[src/rtl/config_chain_loader_if.sv]
// ----------------------------------------------------------------------------
// config_chain_loader_if
// Word stream from the bitstream port / fabric config bus into the
// configuration chain loader.
//
// Signals:
//   in_data  : bitstream word, WORD_WIDTH bits            (master -> slave)
//   in_valid : in_data holds a word                       (master -> slave)
//   in_ready : loader accepts a word in this cycle        (slave  -> master)
// A word transfers on a rising clock edge where in_valid and in_ready are
// both high.
// ----------------------------------------------------------------------------
interface config_chain_loader_if #(
    parameter int WORD_WIDTH = 8
) ();
    logic [WORD_WIDTH-1:0] in_data;
    logic                  in_valid;
    logic                  in_ready;

    modport master (
        output in_data,
        output in_valid,
        input  in_ready
    );

    modport slave (
        input  in_data,
        input  in_valid,
        output in_ready
    );
endinterface

[src/rtl/config_chain_loader.sv]
// ----------------------------------------------------------------------------
// config_chain_loader
// Loads one tile's serial configuration shift chain from a word-wide
// bitstream. A start request clears the chain for one cycle. Words are then
// accepted one at a time and shifted out MSB-first until exactly
// CHAIN_LENGTH bits have been driven, after which done pulses for one cycle.
// Bits of the final word beyond CHAIN_LENGTH are dropped.
//
// Ports:
//   clock         : system clock, all state on the rising edge
//   nreset        : asynchronous active-low reset
//   start         : one-cycle load request, only honoured while idle
//   abort         : cancels a load in progress (no done pulse)
//   stream        : word stream (in_data / in_valid / in_ready), slave side
//   config_data   : serial bit to the chain's data_in
//   config_enable : shift enable to the chain
//   config_nreset : synchronous active-low clear to the chain
//   busy          : high from start acceptance until the return to idle
//   done          : one-cycle pulse after the final bit has been shifted
//
// Every output is a flop loaded from the value the FSM is about to enter,
// so outputs line up with the state register and no input reaches an output
// combinationally.
// ----------------------------------------------------------------------------
module config_chain_loader #(
    parameter int CHAIN_LENGTH = 524,
    parameter int WORD_WIDTH   = 8
) (
    input  logic                 clock,
    input  logic                 nreset,
    input  logic                 start,
    input  logic                 abort,
    config_chain_loader_if.slave stream,
    output logic                 config_data,
    output logic                 config_enable,
    output logic                 config_nreset,
    output logic                 busy,
    output logic                 done
);

    localparam int BIT_CNT_W = $clog2(CHAIN_LENGTH + 1);
    localparam int SH_CNT_W  = $clog2(WORD_WIDTH + 1);

    localparam logic [BIT_CNT_W-1:0] BIT_ONE   = BIT_CNT_W'(1'b1);
    localparam logic [SH_CNT_W-1:0]  SH_ONE    = SH_CNT_W'(1'b1);
    localparam logic [BIT_CNT_W-1:0] BIT_TOTAL = BIT_CNT_W'(CHAIN_LENGTH);

    typedef enum logic [2:0] {
        ST_IDLE  = 3'd0,
        ST_CLEAR = 3'd1,
        ST_LOAD  = 3'd2,
        ST_SHIFT = 3'd3,
        ST_DONE  = 3'd4
    } state_t;

    state_t                state_r;
    state_t                state_s;
    logic [WORD_WIDTH-1:0] word_r;
    logic [WORD_WIDTH-1:0] word_s;
    logic [SH_CNT_W-1:0]   sh_left_r;
    logic [SH_CNT_W-1:0]   sh_left_s;
    logic [BIT_CNT_W-1:0]  bits_left_r;
    logic [BIT_CNT_W-1:0]  bits_left_s;
    logic                  accept_s;

    logic                  in_ready_r;
    logic                  config_data_r;
    logic                  config_enable_r;
    logic                  config_nreset_r;
    logic                  busy_r;
    logic                  done_r;

    logic                  in_ready_s;
    logic                  config_data_s;
    logic                  config_enable_s;
    logic                  config_nreset_s;
    logic                  busy_s;
    logic                  done_s;

    // Number of bits to shift from a freshly accepted word: a full word, or
    // only what is still owed to the chain when that is less than a word.
    function automatic logic [SH_CNT_W-1:0] word_shift_count(
        input logic [BIT_CNT_W-1:0] remaining
    );
        logic [SH_CNT_W-1:0] count;
        if (int'(remaining) >= WORD_WIDTH) begin
            count = SH_CNT_W'(WORD_WIDTH);
        end else begin
            count = SH_CNT_W'(remaining);
        end
        return count;
    endfunction

    // Next-state and datapath next values; abort beats a same-cycle accept.
    always_comb begin
        state_s     = state_r;
        word_s      = word_r;
        sh_left_s   = sh_left_r;
        bits_left_s = bits_left_r;
        accept_s    = 1'b0;
        case (state_r)
            ST_IDLE: begin
                if (start) begin
                    state_s     = ST_CLEAR;
                    bits_left_s = BIT_TOTAL;
                end else begin
                    state_s = ST_IDLE;
                end
            end
            ST_CLEAR: begin
                if (abort) begin
                    state_s = ST_IDLE;
                end else begin
                    state_s = ST_LOAD;
                end
            end
            ST_LOAD: begin
                if (abort) begin
                    state_s = ST_IDLE;
                end else if (stream.in_valid && in_ready_r) begin
                    accept_s  = 1'b1;
                    word_s    = stream.in_data;
                    sh_left_s = word_shift_count(bits_left_r);
                    state_s   = ST_SHIFT;
                end else begin
                    state_s = ST_LOAD;
                end
            end
            ST_SHIFT: begin
                if (abort) begin
                    state_s = ST_IDLE;
                end else begin
                    word_s      = word_r << 1'b1;
                    sh_left_s   = sh_left_r - SH_ONE;
                    bits_left_s = bits_left_r - BIT_ONE;
                    if (sh_left_r == SH_ONE) begin
                        if (bits_left_r == BIT_ONE) begin
                            state_s = ST_DONE;
                        end else begin
                            state_s = ST_LOAD;
                        end
                    end else begin
                        state_s = ST_SHIFT;
                    end
                end
            end
            ST_DONE: begin
                state_s = ST_IDLE;
            end
            default: begin
                state_s = ST_IDLE;
            end
        endcase
    end

    // Output values for the state about to be entered; registered below.
    // While shifting, config_data is the MSB of the word that will be held
    // during that shift cycle.
    always_comb begin
        in_ready_s      = (state_s == ST_LOAD);
        config_enable_s = (state_s == ST_SHIFT);
        config_data_s   = (state_s == ST_SHIFT) ? word_s[WORD_WIDTH-1] : 1'b0;
        config_nreset_s = (state_s != ST_CLEAR);
        busy_s          = (state_s != ST_IDLE);
        done_s          = (state_s == ST_DONE);
    end

    // State register, datapath registers and registered outputs.
    always_ff @(posedge clock or negedge nreset) begin
        if (!nreset) begin
            state_r         <= ST_IDLE;
            word_r          <= '0;
            sh_left_r       <= '0;
            bits_left_r     <= '0;
            in_ready_r      <= 1'b0;
            config_data_r   <= 1'b0;
            config_enable_r <= 1'b0;
            config_nreset_r <= 1'b0;
            busy_r          <= 1'b0;
            done_r          <= 1'b0;
        end else begin
            state_r         <= state_s;
            word_r          <= word_s;
            sh_left_r       <= sh_left_s;
            bits_left_r     <= bits_left_s;
            in_ready_r      <= in_ready_s;
            config_data_r   <= config_data_s;
            config_enable_r <= config_enable_s;
            config_nreset_r <= config_nreset_s;
            busy_r          <= busy_s;
            done_r          <= done_s;
        end
    end

    assign stream.in_ready = in_ready_r;
    assign config_data     = config_data_r;
    assign config_enable   = config_enable_r;
    assign config_nreset   = config_nreset_r;
    assign busy            = busy_r;
    assign done            = done_r;

endmodule

[src/flat_wrapper.sv]
// flat-port wrapper written by rule: the top's interface ports become plain ports
module config_chain_loader_flat 
#(
    parameter int CHAIN_LENGTH = 524,
    parameter int WORD_WIDTH   = 8
)
  (clock, nreset, start, abort, config_data, config_enable, config_nreset, busy, done, stream_in_data, stream_in_valid, stream_in_ready);
  config_chain_loader_if #(.WORD_WIDTH(WORD_WIDTH)) stream_i ();
  input  logic clock;
  input  logic nreset;
  input  logic start;
  input  logic abort;
  output logic config_data;
  output logic config_enable;
  output logic config_nreset;
  output logic busy;
  output logic done;
  input wire logic [$bits(stream_i.in_data)-1:0] stream_in_data;
  input wire logic [$bits(stream_i.in_valid)-1:0] stream_in_valid;
  output wire logic [$bits(stream_i.in_ready)-1:0] stream_in_ready;
  assign stream_i.in_data = stream_in_data;
  assign stream_i.in_valid = stream_in_valid;
  assign stream_in_ready = stream_i.in_ready;
  config_chain_loader #(.CHAIN_LENGTH(CHAIN_LENGTH), .WORD_WIDTH(WORD_WIDTH)) u_core (.clock(clock), .nreset(nreset), .start(start), .abort(abort), .stream(stream_i), .config_data(config_data), .config_enable(config_enable), .config_nreset(config_nreset), .busy(busy), .done(done));
endmodule
[config.mk]
export PLATFORM = sky130hd
export DESIGN_NAME = config_chain_loader_flat
export DESIGN_NICKNAME = d
export VERILOG_FILES = /design/src/rtl/config_chain_loader_if.sv /design/src/rtl/config_chain_loader.sv /design/src/flat_wrapper.sv
export SDC_FILE = /design/constraint.sdc
export NUM_CORES = 1
export LEC_CHECK = 0
export CORE_ASPECT_RATIO = 0.8
export CORE_MARGIN = 3
export CORE_UTILIZATION = 50
export DETAILED_ROUTE_END_ITERATION = 8
export GPL_ROUTABILITY_DRIVEN = 0
export GPL_TIMING_DRIVEN = 0
export PLACE_DENSITY = 0.74
export SETUP_SLACK_MARGIN = 0.05
export SYNTH_ARGS = -nofsm -noshare
export SYNTH_HDL_FRONTEND = slang
export SYNTH_SLANG_ARGS = --single-unit
[constraint.sdc]
create_clock -name clock -period 7.3 [get_ports clock]
set_input_delay 0.73 -clock clock [delete_from_list [all_inputs] [get_ports clock]]
set_output_delay 0.73 -clock clock [all_outputs]
set_load 0.005 [all_outputs]
==> results of run 1 <==
-- layout make-up --
class,count,area [um2],area share
Clock buffer,7,76.32,0.04111
Tap cell,38,47.55,0.02561
Multi-Input combinational cell,117,720.7,0.3881
Sequential cell,31,775.7,0.4178
Clock inverter,1,5.005,0.002695
Timing Repair Buffer,18,175.2,0.09434
Inverter,9,33.78,0.01819
Buffer,6,22.52,0.01213
-- logic make-up after synthesis --
kind of cell    after synthesis  synth area share
flops                        31            0.4996
buf+inv                      15           0.03626
xor+xnor                      4           0.02256
fa+ha+maj                     5           0.04029
mux                           1          0.006447
simple gates                 65            0.2313
compound gates               42            0.1636
-- final timing paths --
kind | end | slack (ps)
max in group asynchronous | u_core.sh_left_r[0] | 6380
max | u_core.sh_left_r[2] | 4750
max reg2reg | u_core.busy | 4860
min reg2reg | u_core.word_r[0] | 510
min | u_core.bits_left_r[4] | 480
min in group clock | u_core.word_r[0] | 510
-- state kept, by name, summed over array words and instances, names as in the netlist --
signal,count
u_core.config_enable,1
u_core.busy,1
u_core.bits_left_r,10
u_core.config_nreset,1
u_core.stream.in_ready,1
u_core.config_data,1
u_core.sh_left_r,4
u_core.word_r,8
u_core.done,1
u_core.state_r,3
-- routing by layer --
metal	up-vias	track usage	part of all wire
met5	-	0	0
met4	0	0.07082	0.011
met3	4	0.07273	0.070
met2	42	0.2981	0.44
met1	616	0.2698	0.48
li1	635	-	-
-- stage by stage --
stage | area, um2 | util | total power [mW] | std cells
after floorplan | 1553 | - | 0.3316 | 163
after global routing | 1857 | 0.6514 | 0.5433 | 227
after CTS | 1862 | 0.6532 | 0.5093 | 227
after detailed placement | 1780 | 0.6247 | 0.3796 | 219
final | 1857 | 0.6514 | 0.5081 | 227
after global placement | 1780 | 0.6247 | 0.3687 | 219
-- cell usage in the layout, fill, tap and decap left out, drive strengths merged, types with 8 or more instances in the layout --
master,n
clkdlybuf4s50,17
a21oi,10
dfrtp,31
nand2,13
nor2,16
o21ai,17
clkbuf,13
inv,8
-- power groups by stage --
stage	registers, mW	clock network (mW)	logic, mW
floorplan	0.240	0	0.0911
global placement	0.245	0	0.124
detailed placement	0.248	0	0.131
CTS	0.245	0.130	0.134
global route	0.251	0.140	0.153
finish	0.246	0.127	0.134
-- cells in the mapped netlist (3+ instances only) --
library cell and n:
o21ai_0 17, nand2_1 13, xor2_1 4, ha_1 5, a21oi_1 10, inv_1 8
nand3_1 5, nor4_1 3, clkbuf_1 6, nor2_1 16, dfrtp_1 31, nor3_1 5
or3_1 3, nand3b_1 3
-- critical path, cell delays in order --
cell,delay [ps]
clkdlybuf4s50_1,530
nand3b_1,320
o31ai_1,510
clkbuf_1,420
a32oi_1,180
==> flow_summary.toml, run 1 <==
[drt]
drt_iter0_drc = 90
route.detailed.drc = 0
vias = 1297
routed_wl_um = 3491
drt-vias-per-instance = 5.714
ant_nets = 0
firstDrtPassIters = 4
wl_per_cell_um = 15.38

[die]
core_um2 = 2850
die_x_um = 68.31
die-height_um = 55.85
dieArea_um2 = 3814
ioPinCount = 19
rows = 17
start_util = 0.5448

[global_route]
overflow = 0
grt_max_degree = 32
antenna_found_initial = 0
grt_pass1_wl_um = 5623
track_usage = 0.2016
grt_pass1_vias = 1207

[clocking]
clk_latency_ps = 280
clock-sinks = 31
ctsHoldBuffers = 0
cts_tree = "yes"
clkSlewWorstSetupHoldPaths_ps = 60
postCtsResizedCells = 0
numCtsBuffers = 5
cts_htree_levels = 2
post-cts-setup-buffer-count = 0
clockBufferDepth = 2
cts_root_buf = "clkbuf_8"

[pwr]
p_seq_frac = 0.485
power_frac_clock = 0.251
internal-power_mw = 0.3413
switching_power_mw = 0.1669
sw_frac_of_total = 0.3284
power_density_nw_per_um2 = 273.7
static-leakage-power_nw = 0.7895
ir_drop_mv = 0.1923
combinationalPowerShare = 0.264

[sta]
holdWs_ps = 478.4
period_share = 0.3491
worstMarginPinSlew_ps = 717.0
rsz0062_at_grt = "no"
setup_ws_ps = 4752
slew_violations = 0
finalSetupTns_ps = 0
hold_viol = 0
setup_viol = 0
fin_crit_ps = 2548
skew_ps = 7.027
slew_headroom = 0.5183
clock.fmax_mhz = 392.4

[final_layout]
layout-drive-gt1-share = 0.06878
antenna-diode-count = 0
syn_to_final_growth_pct = 19.58
final_nets = 206
final.fill_count = 231

[yosys]
synth_area_um2 = 1553
syn_nets = 181
ys_types = 37
ys.flop_type = "dfrtp_1"
yosysWarnings = 0
synthTopCellsByArea = "dfrtp_1 (50%), o21ai_0 (5.5%), ha_1 (4.0%)"
synth.top_cell.area_share = 0.4996
syn_inst = 163
yosys.area.top_type = "dfrtp_1"
ys_ff_latch = 31
synth_edf_count = 0
syn_avg_cell_area_um2 = 9.526
yosysSeqAreaShare = 0.4996
async_flop_share = 1.000

[worst_setup_path]
critPathMaxFanout = 10
rr_worst_depth = 6
end_kind = "flop"
path_class = "primary input to flop"
cp-start-kind = "primary input"
critPathArrivalTime_ps = 2680
critPathRequiredTime_ps = 7430
r2r_start = "u_core.bits_left_r[1]"
cp-startpoint = "abort"

[placement]
portBuffers = 18
pre_cts_slack_ps = 4472
place_hpwl_um = 2477

[hold_path]
hp-class = "primary input to asynchronous set/reset pin"

[outcome]
status = "finished clean"

[flow_run]
cap_violations = 0
Note: power is estimated with default switching activity, not from simulation.
==> run 2: changes to the inputs <==
--- a/config.mk
+++ b/config.mk
@@ -7,11 +7,11 @@
 export LEC_CHECK = 0
 export CORE_ASPECT_RATIO = 0.8
 export CORE_MARGIN = 3
-export CORE_UTILIZATION = 50
+export CORE_UTILIZATION = 49
 export DETAILED_ROUTE_END_ITERATION = 8
 export GPL_ROUTABILITY_DRIVEN = 0
 export GPL_TIMING_DRIVEN = 0
-export PLACE_DENSITY = 0.74
+export PLACE_DENSITY = 0.75
 export SETUP_SLACK_MARGIN = 0.05
 export SYNTH_ARGS = -nofsm -noshare
 export SYNTH_HDL_FRONTEND = slang
==> constraint.sdc (replaced) <==
create_clock -name clock -period 2.3 [get_ports clock]
set_input_delay 0.23 -clock clock [delete_from_list [all_inputs] [get_ports clock]]
set_output_delay 0.23 -clock clock [all_outputs]
set_load 0.005 [all_outputs]
==> flow_summary.toml, run 2 (synthesis results as in run 1) <==
[outcome]
status = "finished, violations left"
violations = "hold timing"

[die]
start_util = 0.5368
core_um2 = 2893
dieArea_um2 = 3884
die-height_um = 56.35
ioPinCount = 19
rows = 17
die_x_um = 68.94

[drt]
wl_per_cell_um = 15.40
route.detailed.drc = 0
ant_nets = 0
drt_iter0_drc = 85
vias = 1398
drt-vias-per-instance = 5.924
firstDrtPassIters = 4
routed_wl_um = 3634

[final_layout]
regArea_um2 = 775.7
final_nets = 215
top_regs = "u_core.bits_left_r: 10 flops, u_core.word_r: 8 flops, u_core.sh_left_r: 4 flops"
final.fill_count = 229
largest_register_ffs = 10
top_register = "u_core.bits_left_r"
stdcell_area_um2 = 1974
final_cell_mix = "dfrtp_1 (31), o21ai_0 (17), clkdlybuf4s50_1 (17), nor2_1 (16), nand2_1 (13)"
layout-drive-gt1-share = 0.1364
multiInputGateArea_um2 = 734.5
syn_to_final_growth_pct = 27.16
layout_commonest_cell = "dfrtp_1"
antenna-diode-count = 0

[pwr]
switching_power_mw = 0.5546
static-leakage-power_nw = 0.8612
p_seq_frac = 0.433
ir_drop_mv = 0.7042
power_density_nw_per_um2 = 909.9
combinationalPowerShare = 0.258
sw_frac_of_total = 0.3087
internal-power_mw = 1.242
power_frac_clock = 0.309
power_mw = 1.797

[clocking]
cts_root_buf = "clkbuf_8"
cts_tree = "yes"
clk_latency_ps = 290
clkSlewWorstSetupHoldPaths_ps = 70
clockBufferDepth = 2
clock-sinks = 31
cts_htree_levels = 2
numCtsBuffers = 5
ctsHoldBuffers = 0

[worst_setup_path]
end_kind = "flop"
slowest_stage = "or4_4"
critPathArrivalTime_ps = 2400
cpPeakStageDelay_ps = 550
cp.depth = 4
cp-start-kind = "flop"
cp-startpoint = "u_core.bits_left_r[6]"
crit_buf_inv = 0
path_class = "flop to flop"
r2r_start = "u_core.bits_left_r[6]"
crit_path_frequent_cell = "or4_4"
critPathMaxFanout = 2
critPathRequiredTime_ps = 2460
cp_cell_sequence = "or4_4 > or4_4 > o31a_1 > or4_1"
rr_worst_depth = 4
crit_family = "simple AND/OR/NAND/NOR gates"

[sta]
holdWs_ps = -23.03
setup_viol = 0
worstMarginPinSlew_ps = 727.6
period_share = 0.9751
slew_headroom = 0.5112
skew_ps = 6.783
clock.fmax_mhz = 445.9
rsz0062_at_grt = "yes"
slew_violations = 0
fin_crit_ps = 2243
hold_viol = 31

[flow_run]
cap_violations = 0

[global_route]
use_met1 = 0.2959
overflow = 0
grt_max_degree = 32
grt_pass1_wl_um = 5975
use_met2 = 0.2921
grt_pass1_vias = 1295
busiest_layer = "met1"
gr-usage-met3 = 0.06600
track_usage = 0.2054
antenna_found_initial = 0

[hold_path]
hp-class = "primary input to asynchronous set/reset pin"

[placement]
portBuffers = 18
dpl_cell_area_um2 = 1783
place_hpwl_um = 2518
run 2: metal layers:
layer  up-vias  wire [um]
met3         9        287
li1        653          -
met2        52       1666
met1       684       1631
met4         0         48
met5         -          0
run 2: power by group through the flow:
stage               combinational (mW)  clock (mW)  sequential [mW]
global route                     0.524       0.598            0.796
floorplan                        0.290           0            0.764
finish                           0.463       0.556            0.778
detailed placement               0.425           0            0.787
CTS                              0.459       0.563            0.774
global placement                 0.394           0            0.777
run 2: metrics by stage:
| step | setup WS, ps | util | TNS, ps | instances |
|---|---|---|---|---|
| after floorplan | 61.06 | - | 0 | 163 |
| after global placement | -24.85 | 0.6163 | -32.19 | 219 |
| after detailed placement | -68.72 | 0.6163 | -107.6 | 219 |
| after CTS | 68.03 | 0.6752 | 0 | 234 |
| after global routing | 37.94 | 0.6825 | 0 | 236 |
| final | 57.29 | 0.6825 | 0 | 236 |
run 2: final timing paths:
path                                    endpoint  slack [ps]
setup / recovery                     u_core.busy          60
hold / removal             u_core.bits_left_r[6]         -20
setup reg to reg                     u_core.busy          60
hold reg to reg                 u_core.word_r[0]         510
max in group asynchronous  u_core.bits_left_r[1]        1880
min in group clock              u_core.word_r[0]         490
run 2: cell type report:
class	count	area share
clock buffer	6	0.04183
clock inverter	2	0.01774
tap	38	0.02408
inverter	9	0.01711
sequential	31	0.3929
buffer	6	0.01141
timing repair buffer	27	0.1229
multi-input combinational	117	0.3720
run 2: repair_timing:
| item | in CTS | in global routing |
|---|---|---|
| pin swaps | 3 | 0 |
| buffers inserted | 7 | 2 |
| endpoints found under the setup margin | 1 | 6 |
| gates resized for setup | 0 | 2 |
